[config.mk]
export PLATFORM = sky130hd
export DESIGN_NAME = apb_xfer_sched_flat
export DESIGN_NICKNAME = d
export VERILOG_FILES = /design/src/rtl/apb_xfer_sched_pkg.sv /design/src/rtl/apb_xfer_sched_if.sv /design/src/rtl/apb_xfer_sched_rr_arb.sv /design/src/rtl/apb_xfer_sched.sv /design/src/flat_wrapper.sv
export SDC_FILE = /design/constraint.sdc
export NUM_CORES = 1
export LEC_CHECK = 0
export CAP_MARGIN = 25
export CORE_MARGIN = 1
export CORE_UTILIZATION = 35
export CTS_BUF_LIST = sky130_fd_sc_hd__clkbuf_8
export DETAILED_ROUTE_END_ITERATION = 7
export PLACE_DENSITY_LB_ADDON = 0.15
export SLEW_MARGIN = 20
export SYNTH_ARGS = -nofsm -noshare
export SYNTH_HDL_FRONTEND = slang
export SYNTH_HIERARCHICAL = 1
export SYNTH_SLANG_ARGS = --single-unit
export TNS_END_PERCENT = 30
[constraint.sdc]
create_clock -name clk -period 5.4 [get_ports clk]
set_input_delay 1.08 -clock clk [delete_from_list [all_inputs] [get_ports clk]]
set_output_delay 1.08 -clock clk [all_outputs]
set_load 0.03 [all_outputs]
[src/rtl/apb_xfer_sched_pkg.sv]
// Shared definitions for the APB transfer scheduler: field widths, APB
// response codes, the transfer state machine encoding and the arbiter's
// last-grant marker.
package apb_xfer_sched_pkg;

   localparam int PROT_LEN   = 3;
   localparam int STROBE_LEN = 4;   // DATAWIDTH/8 for the 32-bit build
   localparam int RESP_LEN   = 2;

   localparam logic [RESP_LEN-1:0] RESP_OKAY   = 2'b00;
   localparam logic [RESP_LEN-1:0] RESP_SLVERR = 2'b10;

   typedef enum logic [1:0] {
      IDLE   = 2'd0,
      SETUP  = 2'd1,
      ACCESS = 2'd2,
      RESP   = 2'd3
   } xfer_state_e;

   typedef enum logic {
      GRANT_WRITE = 1'b0,
      GRANT_READ  = 1'b1
   } grant_e;

   // Strobe lanes for a given data width (one per byte).
   function automatic int strb_width(input int data_width);
      return data_width / 8;
   endfunction

endpackage

[src/rtl/apb_xfer_sched_if.sv]
// Bundle of every handshake/bus signal around the scheduler:
//   wr_*     : write-request queue head (valid/ready pop handshake)
//   rd_*     : read-request queue head
//   b*       : AXI write response channel
//   r*       : AXI read data/response channel
//   p*       : APB master port
// Modport "master" is the scheduler (it masters the APB port and answers
// the request queues); modport "slave" is the surrounding environment
// (queues, AXI response sink, APB completer).
interface apb_xfer_sched_if
   import apb_xfer_sched_pkg::*;
#(
   parameter int DATAWIDTH = 32,
   parameter int ADDRWIDTH = 32
);
   localparam int STRB_W = strb_width(DATAWIDTH);

   logic                 wr_valid;
   logic                 wr_ready;
   logic [ADDRWIDTH-1:0] wr_addr;
   logic [DATAWIDTH-1:0] wr_data;
   logic [STRB_W-1:0]    wr_strb;
   logic [PROT_LEN-1:0]  wr_prot;

   logic                 rd_valid;
   logic                 rd_ready;
   logic [ADDRWIDTH-1:0] rd_addr;
   logic [PROT_LEN-1:0]  rd_prot;

   logic                 bvalid;
   logic                 bready;
   logic [RESP_LEN-1:0]  bresp;

   logic                 rvalid;
   logic                 rready;
   logic [DATAWIDTH-1:0] rdata;
   logic [RESP_LEN-1:0]  rresp;

   logic [ADDRWIDTH-1:0] paddr;
   logic [DATAWIDTH-1:0] pwdata;
   logic [STRB_W-1:0]    pstrb;
   logic [PROT_LEN-1:0]  pprot;
   logic                 psel;
   logic                 penable;
   logic                 pwrite;
   logic [DATAWIDTH-1:0] prdata;
   logic                 pready;
   logic                 pslverr;

   modport master (
      input  wr_valid, wr_addr, wr_data, wr_strb, wr_prot,
      output wr_ready,
      input  rd_valid, rd_addr, rd_prot,
      output rd_ready,
      output bvalid, bresp,
      input  bready,
      output rvalid, rdata, rresp,
      input  rready,
      output paddr, pwdata, pstrb, pprot, psel, penable, pwrite,
      input  prdata, pready, pslverr
   );

   modport slave (
      output wr_valid, wr_addr, wr_data, wr_strb, wr_prot,
      input  wr_ready,
      output rd_valid, rd_addr, rd_prot,
      input  rd_ready,
      input  bvalid, bresp,
      output bready,
      input  rvalid, rdata, rresp,
      output rready,
      input  paddr, pwdata, pstrb, pprot, psel, penable, pwrite,
      output prdata, pready, pslverr
   );

endinterface

[src/rtl/apb_xfer_sched_rr_arb.sv]
// Two-requester round-robin arbiter (write queue vs read queue).
// Ports:
//   clk, rst : clock, async active-high reset
//   en       : grants allowed this cycle (scheduler idle)
//   req_wr   : write request pending
//   req_rd   : read request pending
//   gnt_wr   : write granted (combinational)
//   gnt_rd   : read granted (combinational)
// The last grant resets to READ so a write wins the first tie.
module apb_rr_arb
   import apb_xfer_sched_pkg::*;
(
   input  logic clk,
   input  logic rst,
   input  logic en,
   input  logic req_wr,
   input  logic req_rd,
   output logic gnt_wr,
   output logic gnt_rd
);

   grant_e last_q;

   assign gnt_wr = en & req_wr & (~req_rd | (last_q == GRANT_READ));
   assign gnt_rd = en & req_rd & ~gnt_wr;

   always_ff @(posedge clk or posedge rst) begin
      if (rst) begin
         last_q <= GRANT_READ;
      end else if (gnt_wr) begin
         last_q <= GRANT_WRITE;
      end else if (gnt_rd) begin
         last_q <= GRANT_READ;
      end
   end

endmodule

[src/rtl/apb_xfer_sched.sv]
// Single-port APB master shared between a write-request queue and a
// read-request queue. Requests are granted round-robin, run through the
// APB SETUP/ACCESS phases, and answered on the AXI B or R channel.
// A watchdog on the ACCESS phase aborts with SLVERR (and zero read data)
// if the completer never raises pready.
// Ports:
//   clk, rst : clock, async active-high reset
//   bus      : apb_xfer_sched_if.master (request queues, B/R, APB)
//
// state  | meaning
// -------+---------------------------------------------------------
// IDLE   | no transfer; grant logic live, wr_ready/rd_ready may fire
// SETUP  | psel=1, penable=0, address/control presented
// ACCESS | psel=1, penable=1, waiting for pready or timeout
// RESP   | bvalid/rvalid held until the AXI side takes it
module apb_xfer_sched
   import apb_xfer_sched_pkg::*;
#(
   parameter int DATAWIDTH   = 32,
   parameter int ADDRWIDTH   = 32,
   parameter int TIMEOUT_CYC = 256
)(
   input logic               clk,
   input logic               rst,
   apb_xfer_sched_if.master  bus
);

   localparam int STRB_W = strb_width(DATAWIDTH);
   localparam int CNT_W  = $clog2(TIMEOUT_CYC);
   localparam logic [CNT_W-1:0] TO_LOAD = CNT_W'(TIMEOUT_CYC - 1);

   xfer_state_e          state_q, state_d;
   logic [CNT_W-1:0]     to_cnt_q;
   logic [ADDRWIDTH-1:0] paddr_q;
   logic [DATAWIDTH-1:0] pwdata_q;
   logic [STRB_W-1:0]    pstrb_q;
   logic [PROT_LEN-1:0]  pprot_q;
   logic                 pwrite_q;
   logic [RESP_LEN-1:0]  resp_q;
   logic [DATAWIDTH-1:0] rdata_q;

   logic gnt_wr, gnt_rd;
   logic timeout_hit;
   logic resp_taken;
   logic psel_c, penable_c, bvalid_c, rvalid_c;

   apb_rr_arb u_arb (
      .clk    (clk),
      .rst    (rst),
      .en     (state_q == IDLE),
      .req_wr (bus.wr_valid),
      .req_rd (bus.rd_valid),
      .gnt_wr (gnt_wr),
      .gnt_rd (gnt_rd)
   );

   // Down-counter is loaded with TIMEOUT_CYC-1 on entry to ACCESS, so the
   // terminal count lands on the TIMEOUT_CYC-th ACCESS cycle.
   assign timeout_hit = (to_cnt_q == '0);
   assign resp_taken  = pwrite_q ? bus.bready : bus.rready;

   always_ff @(posedge clk or posedge rst) begin
      if (rst) begin
         state_q <= IDLE;
      end else begin
         state_q <= state_d;
      end
   end

   always_comb begin
      state_d   = state_q;
      psel_c    = 1'b0;
      penable_c = 1'b0;
      bvalid_c  = 1'b0;
      rvalid_c  = 1'b0;
      unique case (state_q)
         IDLE: begin
            if (gnt_wr || gnt_rd) begin
               state_d = SETUP;
            end
         end
         SETUP: begin
            psel_c  = 1'b1;
            state_d = ACCESS;
         end
         ACCESS: begin
            psel_c    = 1'b1;
            penable_c = 1'b1;
            if (bus.pready || timeout_hit) begin
               state_d = RESP;
            end
         end
         RESP: begin
            bvalid_c = pwrite_q;
            rvalid_c = ~pwrite_q;
            if (resp_taken) begin
               state_d = IDLE;
            end
         end
         default: state_d = IDLE;
      endcase
   end

   // Request capture, response capture and the ACCESS watchdog.
   always_ff @(posedge clk or posedge rst) begin
      if (rst) begin
         to_cnt_q <= '0;
         paddr_q  <= '0;
         pwdata_q <= '0;
         pstrb_q  <= '0;
         pprot_q  <= '0;
         pwrite_q <= 1'b0;
         resp_q   <= RESP_OKAY;
         rdata_q  <= '0;
      end else begin
         unique case (state_q)
            IDLE: begin
               if (gnt_wr) begin
                  paddr_q  <= bus.wr_addr;
                  pwdata_q <= bus.wr_data;
                  pstrb_q  <= bus.wr_strb;
                  pprot_q  <= bus.wr_prot;
                  pwrite_q <= 1'b1;
               end else if (gnt_rd) begin
                  paddr_q  <= bus.rd_addr;
                  pstrb_q  <= '0;
                  pprot_q  <= bus.rd_prot;
                  pwrite_q <= 1'b0;
               end
            end
            SETUP: begin
               to_cnt_q <= TO_LOAD;
            end
            ACCESS: begin
               if (bus.pready) begin
                  resp_q   <= bus.pslverr ? RESP_SLVERR : RESP_OKAY;
                  if (!pwrite_q) begin
                     rdata_q <= bus.prdata;
                  end
                  to_cnt_q <= '0;
               end else if (timeout_hit) begin
                  resp_q   <= RESP_SLVERR;
                  rdata_q  <= '0;
                  to_cnt_q <= '0;
               end else begin
                  to_cnt_q <= to_cnt_q - CNT_W'(1);
               end
            end
            RESP: begin
            end
            default: begin
            end
         endcase
      end
   end

   assign bus.wr_ready = gnt_wr;
   assign bus.rd_ready = gnt_rd;

   assign bus.psel    = psel_c;
   assign bus.penable = penable_c;
   assign bus.paddr   = paddr_q;
   assign bus.pwdata  = pwdata_q;
   assign bus.pstrb   = pstrb_q;
   assign bus.pprot   = pprot_q;
   assign bus.pwrite  = pwrite_q;

   assign bus.bvalid = bvalid_c;
   assign bus.bresp  = resp_q;
   assign bus.rvalid = rvalid_c;
   assign bus.rresp  = resp_q;
   assign bus.rdata  = rdata_q;

endmodule

[src/flat_wrapper.sv]
// flat-port wrapper written by rule: the top's interface ports become plain ports
module apb_xfer_sched_flat import apb_xfer_sched_pkg::*;
#(
   parameter int DATAWIDTH   = 32,
   parameter int ADDRWIDTH   = 32,
   parameter int TIMEOUT_CYC = 256
)
  (clk, rst, bus_wr_valid, bus_wr_addr, bus_wr_data, bus_wr_strb, bus_wr_prot, bus_wr_ready, bus_rd_valid, bus_rd_addr, bus_rd_prot, bus_rd_ready, bus_bvalid, bus_bresp, bus_bready, bus_rvalid, bus_rdata, bus_rresp, bus_rready, bus_paddr, bus_pwdata, bus_pstrb, bus_pprot, bus_psel, bus_penable, bus_pwrite, bus_prdata, bus_pready, bus_pslverr);
  apb_xfer_sched_if #(.DATAWIDTH(DATAWIDTH), .ADDRWIDTH(ADDRWIDTH)) bus_i ();
  input logic clk;
  input logic rst;
  input wire logic [$bits(bus_i.wr_valid)-1:0] bus_wr_valid;
  input wire logic [$bits(bus_i.wr_addr)-1:0] bus_wr_addr;
  input wire logic [$bits(bus_i.wr_data)-1:0] bus_wr_data;
  input wire logic [$bits(bus_i.wr_strb)-1:0] bus_wr_strb;
  input wire logic [$bits(bus_i.wr_prot)-1:0] bus_wr_prot;
  output wire logic [$bits(bus_i.wr_ready)-1:0] bus_wr_ready;
  input wire logic [$bits(bus_i.rd_valid)-1:0] bus_rd_valid;
  input wire logic [$bits(bus_i.rd_addr)-1:0] bus_rd_addr;
  input wire logic [$bits(bus_i.rd_prot)-1:0] bus_rd_prot;
  output wire logic [$bits(bus_i.rd_ready)-1:0] bus_rd_ready;
  output wire logic [$bits(bus_i.bvalid)-1:0] bus_bvalid;
  output wire logic [$bits(bus_i.bresp)-1:0] bus_bresp;
  input wire logic [$bits(bus_i.bready)-1:0] bus_bready;
  output wire logic [$bits(bus_i.rvalid)-1:0] bus_rvalid;
  output wire logic [$bits(bus_i.rdata)-1:0] bus_rdata;
  output wire logic [$bits(bus_i.rresp)-1:0] bus_rresp;
  input wire logic [$bits(bus_i.rready)-1:0] bus_rready;
  output wire logic [$bits(bus_i.paddr)-1:0] bus_paddr;
  output wire logic [$bits(bus_i.pwdata)-1:0] bus_pwdata;
  output wire logic [$bits(bus_i.pstrb)-1:0] bus_pstrb;
  output wire logic [$bits(bus_i.pprot)-1:0] bus_pprot;
  output wire logic [$bits(bus_i.psel)-1:0] bus_psel;
  output wire logic [$bits(bus_i.penable)-1:0] bus_penable;
  output wire logic [$bits(bus_i.pwrite)-1:0] bus_pwrite;
  input wire logic [$bits(bus_i.prdata)-1:0] bus_prdata;
  input wire logic [$bits(bus_i.pready)-1:0] bus_pready;
  input wire logic [$bits(bus_i.pslverr)-1:0] bus_pslverr;
  assign bus_i.wr_valid = bus_wr_valid;
  assign bus_i.wr_addr = bus_wr_addr;
  assign bus_i.wr_data = bus_wr_data;
  assign bus_i.wr_strb = bus_wr_strb;
  assign bus_i.wr_prot = bus_wr_prot;
  assign bus_wr_ready = bus_i.wr_ready;
  assign bus_i.rd_valid = bus_rd_valid;
  assign bus_i.rd_addr = bus_rd_addr;
  assign bus_i.rd_prot = bus_rd_prot;
  assign bus_rd_ready = bus_i.rd_ready;
  assign bus_bvalid = bus_i.bvalid;
  assign bus_bresp = bus_i.bresp;
  assign bus_i.bready = bus_bready;
  assign bus_rvalid = bus_i.rvalid;
  assign bus_rdata = bus_i.rdata;
  assign bus_rresp = bus_i.rresp;
  assign bus_i.rready = bus_rready;
  assign bus_paddr = bus_i.paddr;
  assign bus_pwdata = bus_i.pwdata;
  assign bus_pstrb = bus_i.pstrb;
  assign bus_pprot = bus_i.pprot;
  assign bus_psel = bus_i.psel;
  assign bus_penable = bus_i.penable;
  assign bus_pwrite = bus_i.pwrite;
  assign bus_i.prdata = bus_prdata;
  assign bus_i.pready = bus_pready;
  assign bus_i.pslverr = bus_pslverr;
  apb_xfer_sched #(.DATAWIDTH(DATAWIDTH), .ADDRWIDTH(ADDRWIDTH), .TIMEOUT_CYC(TIMEOUT_CYC)) u_core (.clk(clk), .rst(rst), .bus(bus_i));
endmodule
Yosys cells after proc, flatten, opt, wreduce, memory -nomap -nowiden

Index checks and enable logic that the tools add are counted.

Register bits: 117
Bits of input ports: 146
Output and inout port bits: 114

Add/subtract/negate cells: 1
Equality and inequality tests: 7
Multiplexer cells: 28
Bitwise logic cells: 8
Reduce and logical (&&, ||, !) cells: 13

Operator list:

| cell                                             | number |
|---|---|
| two-way mux 32 bit                               | 5 |
| two-way mux 8 bit                                | 2 |
| case mux 8 bit (2 select lines)                  | 1 |
| two-way mux 2 bit                                | 6 |
| two-way mux 1 bit                                | 9 |
| zero test 8 bit                                  | 1 |
| two-way mux 4 bit                                | 2 |
| case mux 2 bit (4 select lines)                  | 1 |
| subtractor 8 x 1 -> 8 bit, second input constant | 1 |
| two-way mux 3 bit                                | 2 |
| != test 2 x 1 -> 1 bit, second input constant    | 3 |
| AND reduction 2 bit                              | 3 |
| AND reduction 3 bit                              | 2 |
| nonzero test 2 bit                               | 3 |
| AND 1 bit                                        | 4 |
| == test 2 bit, second input constant             | 2 |
| NOT 1 bit                                        | 3 |
| == test 2 x 1 -> 1 bit, second input constant    | 1 |
| zero test 2 bit                                  | 1 |
| logical OR 1 bit                                 | 2 |
| != test 2 bit, second input constant             | 1 |
| OR reduction 2 bit                               | 1 |
| OR 1 bit                                         | 1 |

Longest topological paths before layout

Gate-level depths: netlist of run 1.

Word-level depth: 8
Mapped depth: 10
Gate-level depth less buffers: 8

Cells and area by module

Netlist of run 1, hierarchy kept.

Modules (own cells, without submodules):

| module         | times used | cells an instance | area each (µm²) |
|---|---|---|---|
| apb_xfer_sched | 1          | 383               | 4812.1 |
| apb_rr_arb     | 1          | 9                 | 66.3 |

Least setup slack after synthesis of run 1

No wires, ideal clock.

Path kind: in2reg
From: input port bus_wr_valid
To: register u_core.paddr_q[0], in the netlist u_core/bus.paddr[0]
Data arrival time: 2668 ps
Data required time: 5265 ps
Path slack: 2596 ps
Stages: 7
Buffers on the path: 3
Cells stage by stage: nand2_1 a21oi_1 clkbuf_1 buf_2 buf_2 mux2i_1 o21ai_0

Longest elaborated chain between the ends: 6
Elaborated cells on any way between the ends: 7
Classes of those cells: 1 x mux; 4 x bitwise; 2 x reduce/logical

RTL lines:

| element                       | line                        | source |
|---|---|---|
| start: declaration            | flat_wrapper.sv:12          | `input wire logic [$bits(bus_i.wr_valid)-1:0] bus_wr_valid;` |
| AND 1 bit (*) (2 in a row)    | apb_xfer_sched_rr_arb.sv:24 | `assign gnt_wr = en & req_wr & (~req_rd \| (last_q == GRANT_READ));` |
| named net bus_wr_ready        | flat_wrapper.sv:17          | `output wire logic [$bits(bus_i.wr_ready)-1:0] bus_wr_ready;` |
| NOT 1 bit                     | apb_xfer_sched_rr_arb.sv:25 | `assign gnt_rd = en & req_rd & ~gnt_wr;` |
| AND 1 bit                     | apb_xfer_sched_rr_arb.sv:25 |  |
| nonzero test 2 bit (no line)  | n/a                         |  |
| AND reduction 2 bit (no line) | n/a                         |  |
| end signal: assignment        | apb_xfer_sched.sv:119       | `paddr_q <= bus.wr_addr;` |
| end signal: assignment        | apb_xfer_sched.sv:125       | `paddr_q <= bus.rd_addr;` |
| end: declaration              | apb_xfer_sched.sv:34        | `logic [ADDRWIDTH-1:0] paddr_q;` |

The timed path passes the listed nets; every way through them passes the cells marked *.
A chain may end at the register's enable or synchronous reset.

Worst setup path after layout of run 1

From: input port bus_rd_valid
To: output port bus_rd_ready

Longest elaborated chain between the ends: 5
Elaborated cells on any way between the ends: 6
Classes of those cells: 6 x bitwise

RTL lines:

| element            | line                        | source |
|---|---|---|
| start: declaration | flat_wrapper.sv:18          | `input wire logic [$bits(bus_i.rd_valid)-1:0] bus_rd_valid;` |
| NOT 1 bit          | apb_xfer_sched_rr_arb.sv:24 |  |
| OR 1 bit           | apb_xfer_sched_rr_arb.sv:24 |  |
| AND 1 bit          | apb_xfer_sched_rr_arb.sv:24 |  |
| NOT 1 bit          | apb_xfer_sched_rr_arb.sv:25 |  |
| AND 1 bit (*)      | apb_xfer_sched_rr_arb.sv:25 |  |
| end: declaration   | flat_wrapper.sv:21          | `output wire logic [$bits(bus_i.rd_ready)-1:0] bus_rd_ready;` |

Every way passes the cells marked *; elsewhere a longest branch is shown, timed or not.

==> out/qor.yml, run 1 <==
outcome: "finished, final reports clean"
ys.flop_type: "dfrtp_1"
drtIter0Drc: 182
worstMarginPinSlew_ns: 0.8688
finClkSkew_ns: 0.008633
critPathMaxFanout: 3
firstDrtPassIters: 4
cts_resized: 0
whs_ns: 0.4777
die-area_um2: 14410
combPwrFrac: 0.507
p_per_area_nw_per_um2: 614.0
drc: 0
fin_crit_sh: 0.7284
grt_first_pass_wirelength_um: 21410
rows: 42
cp-start-kind: "primary input"
yosysWarnings: 6
cp_cell_sequence: "clkdlybuf4s50_1 > nand2_1 > a21oi_1 > clkdlybuf4s50_1"
slew_violations: 0
dp_hpwl_um: 9901
finalPower_mw: 4.950
diodes: 0
cts_setup_buffers: 0
hp-class: "flip-flop to flip-flop"
crit_arrival_ns: 2.85
nFillCells: 1141
synth_top_area_frac: 0.5899
fin_util: 0.6016
cts_tree: "built"
slowest_stage: "clkdlybuf4s50_1"
finalWirelength_um: 13560
pin_count: 260
clkPwrFrac: 0.188
area_growth_pct: 65.25
clock_latency_ns: 0.43
vdd_drop_max_mv: 0.3450
place.gp.congestion: 0.7935
max-slew-margin-rel: 0.4208
drive_gt1_frac: 0.1157
cp_data_required_time_ns: 4.32
core_area_um2: 13400
clockBufferDepth: 2
cap_violations: 0
die-height_um: 120.1
fin_crit_ns: 3.933
placed_cells: 801
grtUsageTotal: 0.1964
fin_nets: 794
ys_seq_area_frac: 0.5953
fp.dieW_um: 120.1
holdBufCountCts: 0
setup_violations: 0
cts.clk_slew.worst_paths_ns: 0.06
synthCells: 392
grt_max_degree: 71
synth.area.top_cells: "dfrtp_1 (59%), mux2_2 (7.6%), mux2i_1 (7.4%)"
synth.distinct_cells: 37
routedWlPerCell_um: 16.28
cts_sinks: 116
p_leak_nw: 3.425
cpMostUsedCell: "clkdlybuf4s50_1"
seq_power_share: 0.304
synth_edf_count: 0
avgSynthCellArea_um2: 12.44
fin_cells: 833
vias_per_cell: 4.836
crit_type: "primary input to output port"
yosysTopAreaCell: "dfrtp_1"
rsz0062_at_grt: "no"
cts-root-buf: "clkbuf_8"
p_int_mw: 2.983
hold_violations: 0
power.share.switching: 0.3975
async_reset_ff_frac: 1.000
grt_pass1_vias: 4117
io_buffers: 257
fmax_ghz: 0.2543
numCtsBuffers: 17
h-tree-depth: 4
synth_area_um2: 4878
start_util: 0.3641
drtAntennaViolNets: 0
ys_ff_latch: 116
cpPeakStageDelay_ns: 0.75
fin_setup_tns_ns: 0
switching_power_mw: 1.968
grt.overflow.total: 0
via_count: 4028
antenna_found_initial: 0
endpoint_kind: "output port"
==> cells in the final DEF, fill, tap and decap left out, drive strengths merged, types with 2 or more instances in the layout <==
cell type / synthesis / layout
clkinvlp: 0 / 2
nor2b: 2 / 2
dfrtp: 115 / 115
conb: 1 / 2
or3: 3 / 3
inv: 8 / 11
o31ai: 3 / 3
o211ai: 2 / 2
bufinv: 0 / 5
buf: 14 / 4
mux2i: 36 / 36
o21ai: 45 / 45
mux2: 33 / 33
nor3: 3 / 3
nand2: 41 / 41
a21oi: 4 / 4
ha: 4 / 4
clkdlybuf4s50: 0 / 257
a32o: 4 / 4
a22o: 38 / 38
o21a: 3 / 3
nor2: 8 / 8
clkbuf: 15 / 21
==> synthesized netlist by cell type (8+ instances only) <==
| master | n |
|---|---|
| a22o_1 | 38 |
| mux2_2 | 33 |
| nor2_1 | 8 |
| clkbuf_1 | 15 |
| nand2_1 | 41 |
| inv_1 | 8 |
| mux2i_1 | 36 |
| o21ai_0 | 43 |
| dfrtp_1 | 115 |
==> kinds of logic after synthesis <==
kind of cell               count (synthesis)  synth area share
buffers and inverters                     37           0.03770
adders and majority gates                  4           0.01026
and+or+nand+nor                           62           0.05643
AOI/OAI and AO/OA                        103            0.1495
other                                      1         0.0007687
DFF                                      116            0.5953
muxes                                     69            0.1500
==> layout make-up <==
class	instances	area [um^2]	share of cell area
multi-input cells	240	1832	0.2272
flip-flops and latches	116	2904	0.3602
clock buffers	21	289.0	0.03585
inverters	8	32.53	0.004035
repair buffers	261	2603	0.3228
well taps	176	220.2	0.02732
clock inverters	11	181.4	0.02251
==> worst paths after layout <==
path / start / endpoint / slack, ns / cells past startpoint
max in group asynchronous: rst / u_core/bus.rdata[27] / 3.10 / 3
min in group asynchronous: rst / u_core/u_arb/last_q / 1.04 / 2
worst min register to register: u_core/bus.paddr[16] / u_core/bus.paddr[16] / 0.48 / 2
worst max-delay path: bus_rd_valid / bus_rd_ready / 1.47 / 4
worst min-delay path: u_core/bus.paddr[16] / u_core/bus.paddr[16] / 0.48 / 2
worst max register to register: u_core/state_q[0] / u_core/state_q[1] / 2.51 / 9
==> power by group through the flow <==
stage	registers [mW]	clock network (mW)	logic, mW
final	1.51	0.932	2.51
after global placement	1.50	0	2.49
after global routing	1.56	1.00	2.66
after CTS	1.51	0.959	2.53
after detailed placement	1.52	0	2.52
after floorplan	2.20	0	0.760
==> stage by stage <==
stage          setup WS, ns  cell area (um^2)
5_1_grt               1.429              8061
4_1_cts               1.484              8061
3_5_place_dp          1.498              7591
2_1_floorplan         1.276              4882
6_report              1.467              8061
3_3_place_gp          1.530              7579
==> registers in the layout, summed over array words and instances (netlist names) <==
signal and count:
u_core/bus.pstrb 4, u_core/bus.pwdata 32, u_core/to_cnt_q 8, u_core/u_arb/last_q 1
u_core/bus.paddr 32, u_core/state_q 2, u_core/bus.pprot 3, u_core/bus.bresp 1
u_core/bus.rdata 32, u_core/bus.pwrite 1
==> layer usage <==
layer  wire (um)  GRT usage  share of wire
met2        6577     0.3190           0.49
met4         314    0.08984          0.023
met1        5234     0.2200           0.39
met3        1433    0.08793           0.11
met5           0          0              0
==> critical path, delay by kind of cell <==
family / cells / cell delay, ns
and+or+nand+nor: 1 / 0.12
AOI/OAI and AO/OA: 1 / 0.37
buffers and inverters: 2 / 1.28
No activity file was read; power rests on OpenSTA's default activity.
==> inputs of run 2 (changes only) <==
clock period = 3.3 ns   (was 5.4 ns; I/O delays follow)
==> out/qor.yml, run 2 (synthesis results as in run 1) <==
outcome: "finished, final reports clean"
diodes: 0  # unchanged
h-tree-depth: 4  # unchanged
cp-start-kind: "flip-flop"
rsz0062_at_grt: "no"
placed_cells: 808  # +0.87%
worstMarginPinSlew_ns: 0.7984  # -0.07035 ns
clockBufferDepth: 2  # unchanged
grt_pass1_vias: 4216  # +2.4%
most-common-layout-cells: "clkdlybuf4s50_1 (256), dfrtp_1 (115), o21ai_0 (43), nand2_1 (41), a22o_1 (38)"
antenna_found_initial: 0  # unchanged
slew_violations: 0  # unchanged
cap_violations: 0  # unchanged
finalWirelength_um: 13720  # +1.1%
nFillCells: 1125  # -1.4%
hp-class: "flip-flop to flip-flop"
fin_cells: 840  # +0.84%
endpoint_kind: "output port"
fin_setup_tns_ns: 0  # unchanged
critPathBufInv: 2  # unchanged
pin_count: 260  # unchanged
crit_type: "flip-flop to output port"
fp.dieW_um: 120.1  # unchanged
firstDrtPassIters: 4  # unchanged
vias_per_cell: 4.868  # +0.67%
fin_crit_ns: 2.920
area_growth_pct: 65.30  # about the same
fin_util: 0.6018  # about the same
crit_arrival_ns: 2.26  # -0.59 ns
grtUsageTotal: 0.1998  # +0.003471
numCtsBuffers: 17  # unchanged
grt.overflow.total: 0  # unchanged
drtAntennaViolNets: 0  # unchanged
mostFrequentLayoutCell: "clkdlybuf4s50_1"
io_buffers: 257  # unchanged
finClkSkew_ns: 0.008320  # -0.0003122 ns
core_area_um2: 13400  # unchanged
rows: 42  # unchanged
max-slew-margin-rel: 0.4657  # +0.04488
p_per_area_nw_per_um2: 982.0  # +60%
cts.clk_slew.worst_paths_ns: 0.07  # about the same
setup_violations: 0  # unchanged
hold_violations: 0  # unchanged
whs_ns: 0.4755  # -0.002151 ns
cts_setup_buffers: 0  # unchanged
multi_input_area_um2: 1827  # -0.27%
die-height_um: 120.1  # unchanged
holdBufCountCts: 0  # unchanged
cts_tree: "built"
critPathMaxFanout: 18  # +15
dp_hpwl_um: 10070  # +1.7%
cpPeakStageDelay_ns: 0.77  # +0.02 ns
fin_crit_sh: 0.8849
fin_nets: 801  # +0.88%
grt_first_pass_wirelength_um: 21850  # +2.0%
via_count: 4089  # +1.5%
clock_latency_ns: 0.43  # about the same
cp_data_required_time_ns: 2.64  # -1.68 ns
slowest_stage: "clkdlybuf4s50_1"
cts-root-buf: "clkbuf_8"
die-area_um2: 14410  # unchanged
vdd_drop_max_mv: 0.6389  # +85%
routedWlPerCell_um: 16.33  # +0.30%
cts_sinks: 116  # unchanged
fmax_ghz: 0.3425
place.gp.congestion: 0.7862  # -0.92%
start_util: 0.3641  # unchanged
p_leak_nw: 3.442  # +0.49%
worst_path_dominant_cell_family: "buffers and inverters"
drive_gt1_frac: 0.1280  # +0.01233
grt_max_degree: 62  # -13%
cp_cell_sequence: "inv_1 > ha_1 > clkdlybuf4s50_1"
drtIter0Drc: 155  # -15%
cts_resized: 0  # unchanged
drc: 0  # unchanged
regArea_um2: 2904  # unchanged
==> run 2: cell count changes in the layout (fill, tap and decap cells not counted), sizes merged <==
cell,delta
inv,-2
clkdlybuf4s50,-1
bufinv,-2
buf,+8
clkinv,+6
clkbuf,-2
==> run 2: per-stage QoR <==
stage | area [um^2] | setup slack [ns] | total power, mW
after global placement | 7655 | 0.4690 | 6.566
after global routing | 8064 | 0.2627 | 8.385
after CTS | 8064 | 0.3234 | 8.022
after floorplan | 4886 | 0.9163 | 4.844
after detailed placement | 7662 | 0.4610 | 6.648
final | 8064 | 0.3800 | 7.919
==> run 2: final timing paths <==
kind                                      start               endpoint  slack (ns)  cells after the start
min in group asynchronous                   rst    u_core/u_arb/last_q        0.64                      2
max                           u_core/state_q[1]               bus_psel        0.38                      3
max in group asynchronous                   rst   u_core/bus.rdata[19]        2.25                      3
min                        u_core/bus.paddr[25]   u_core/bus.paddr[25]        0.48                      2
min reg2reg                u_core/bus.paddr[25]   u_core/bus.paddr[25]        0.48                      2
max reg2reg                   u_core/state_q[0]  u_core/bus.pwdata[11]        1.09                      9
==> run 2: final cells by class <==
cell class                      instances  area share
Tap cell                              176     0.02731
Inverter                                8    0.004189
Clock buffer                           19     0.03243
Clock inverter                         13     0.01738
Sequential cell                       116      0.3601
Multi-Input combinational cell        240      0.2265
Timing Repair Buffer                  268      0.3320
==> run 2: tightest hold or removal path: stages (launching register included) <==
cell and delay, ns:
dfrtp_1 0.34, nand2_1 0.04, o21ai_0 0.06
==> run 2: report_power, final <==
group          total, mW  leakage, nW  switching (mW)  internal, mW
sequential          2.46         1.44           0.381          2.08
clock               1.33        0.217           0.555         0.771
combinational       4.13         1.79            2.28          1.85
==> run 2: layer usage <==
metal / wire (um) / share of wire / up-vias / track usage
li1: - / - / 1919 / -
met4: 224 / 0.016 / 0 / 0.08281
met5: 0 / 0 / - / 0
met3: 1531 / 0.11 / 18 / 0.09553
met1: 5119 / 0.37 / 1969 / 0.2174
met2: 6840 / 0.50 / 183 / 0.3315
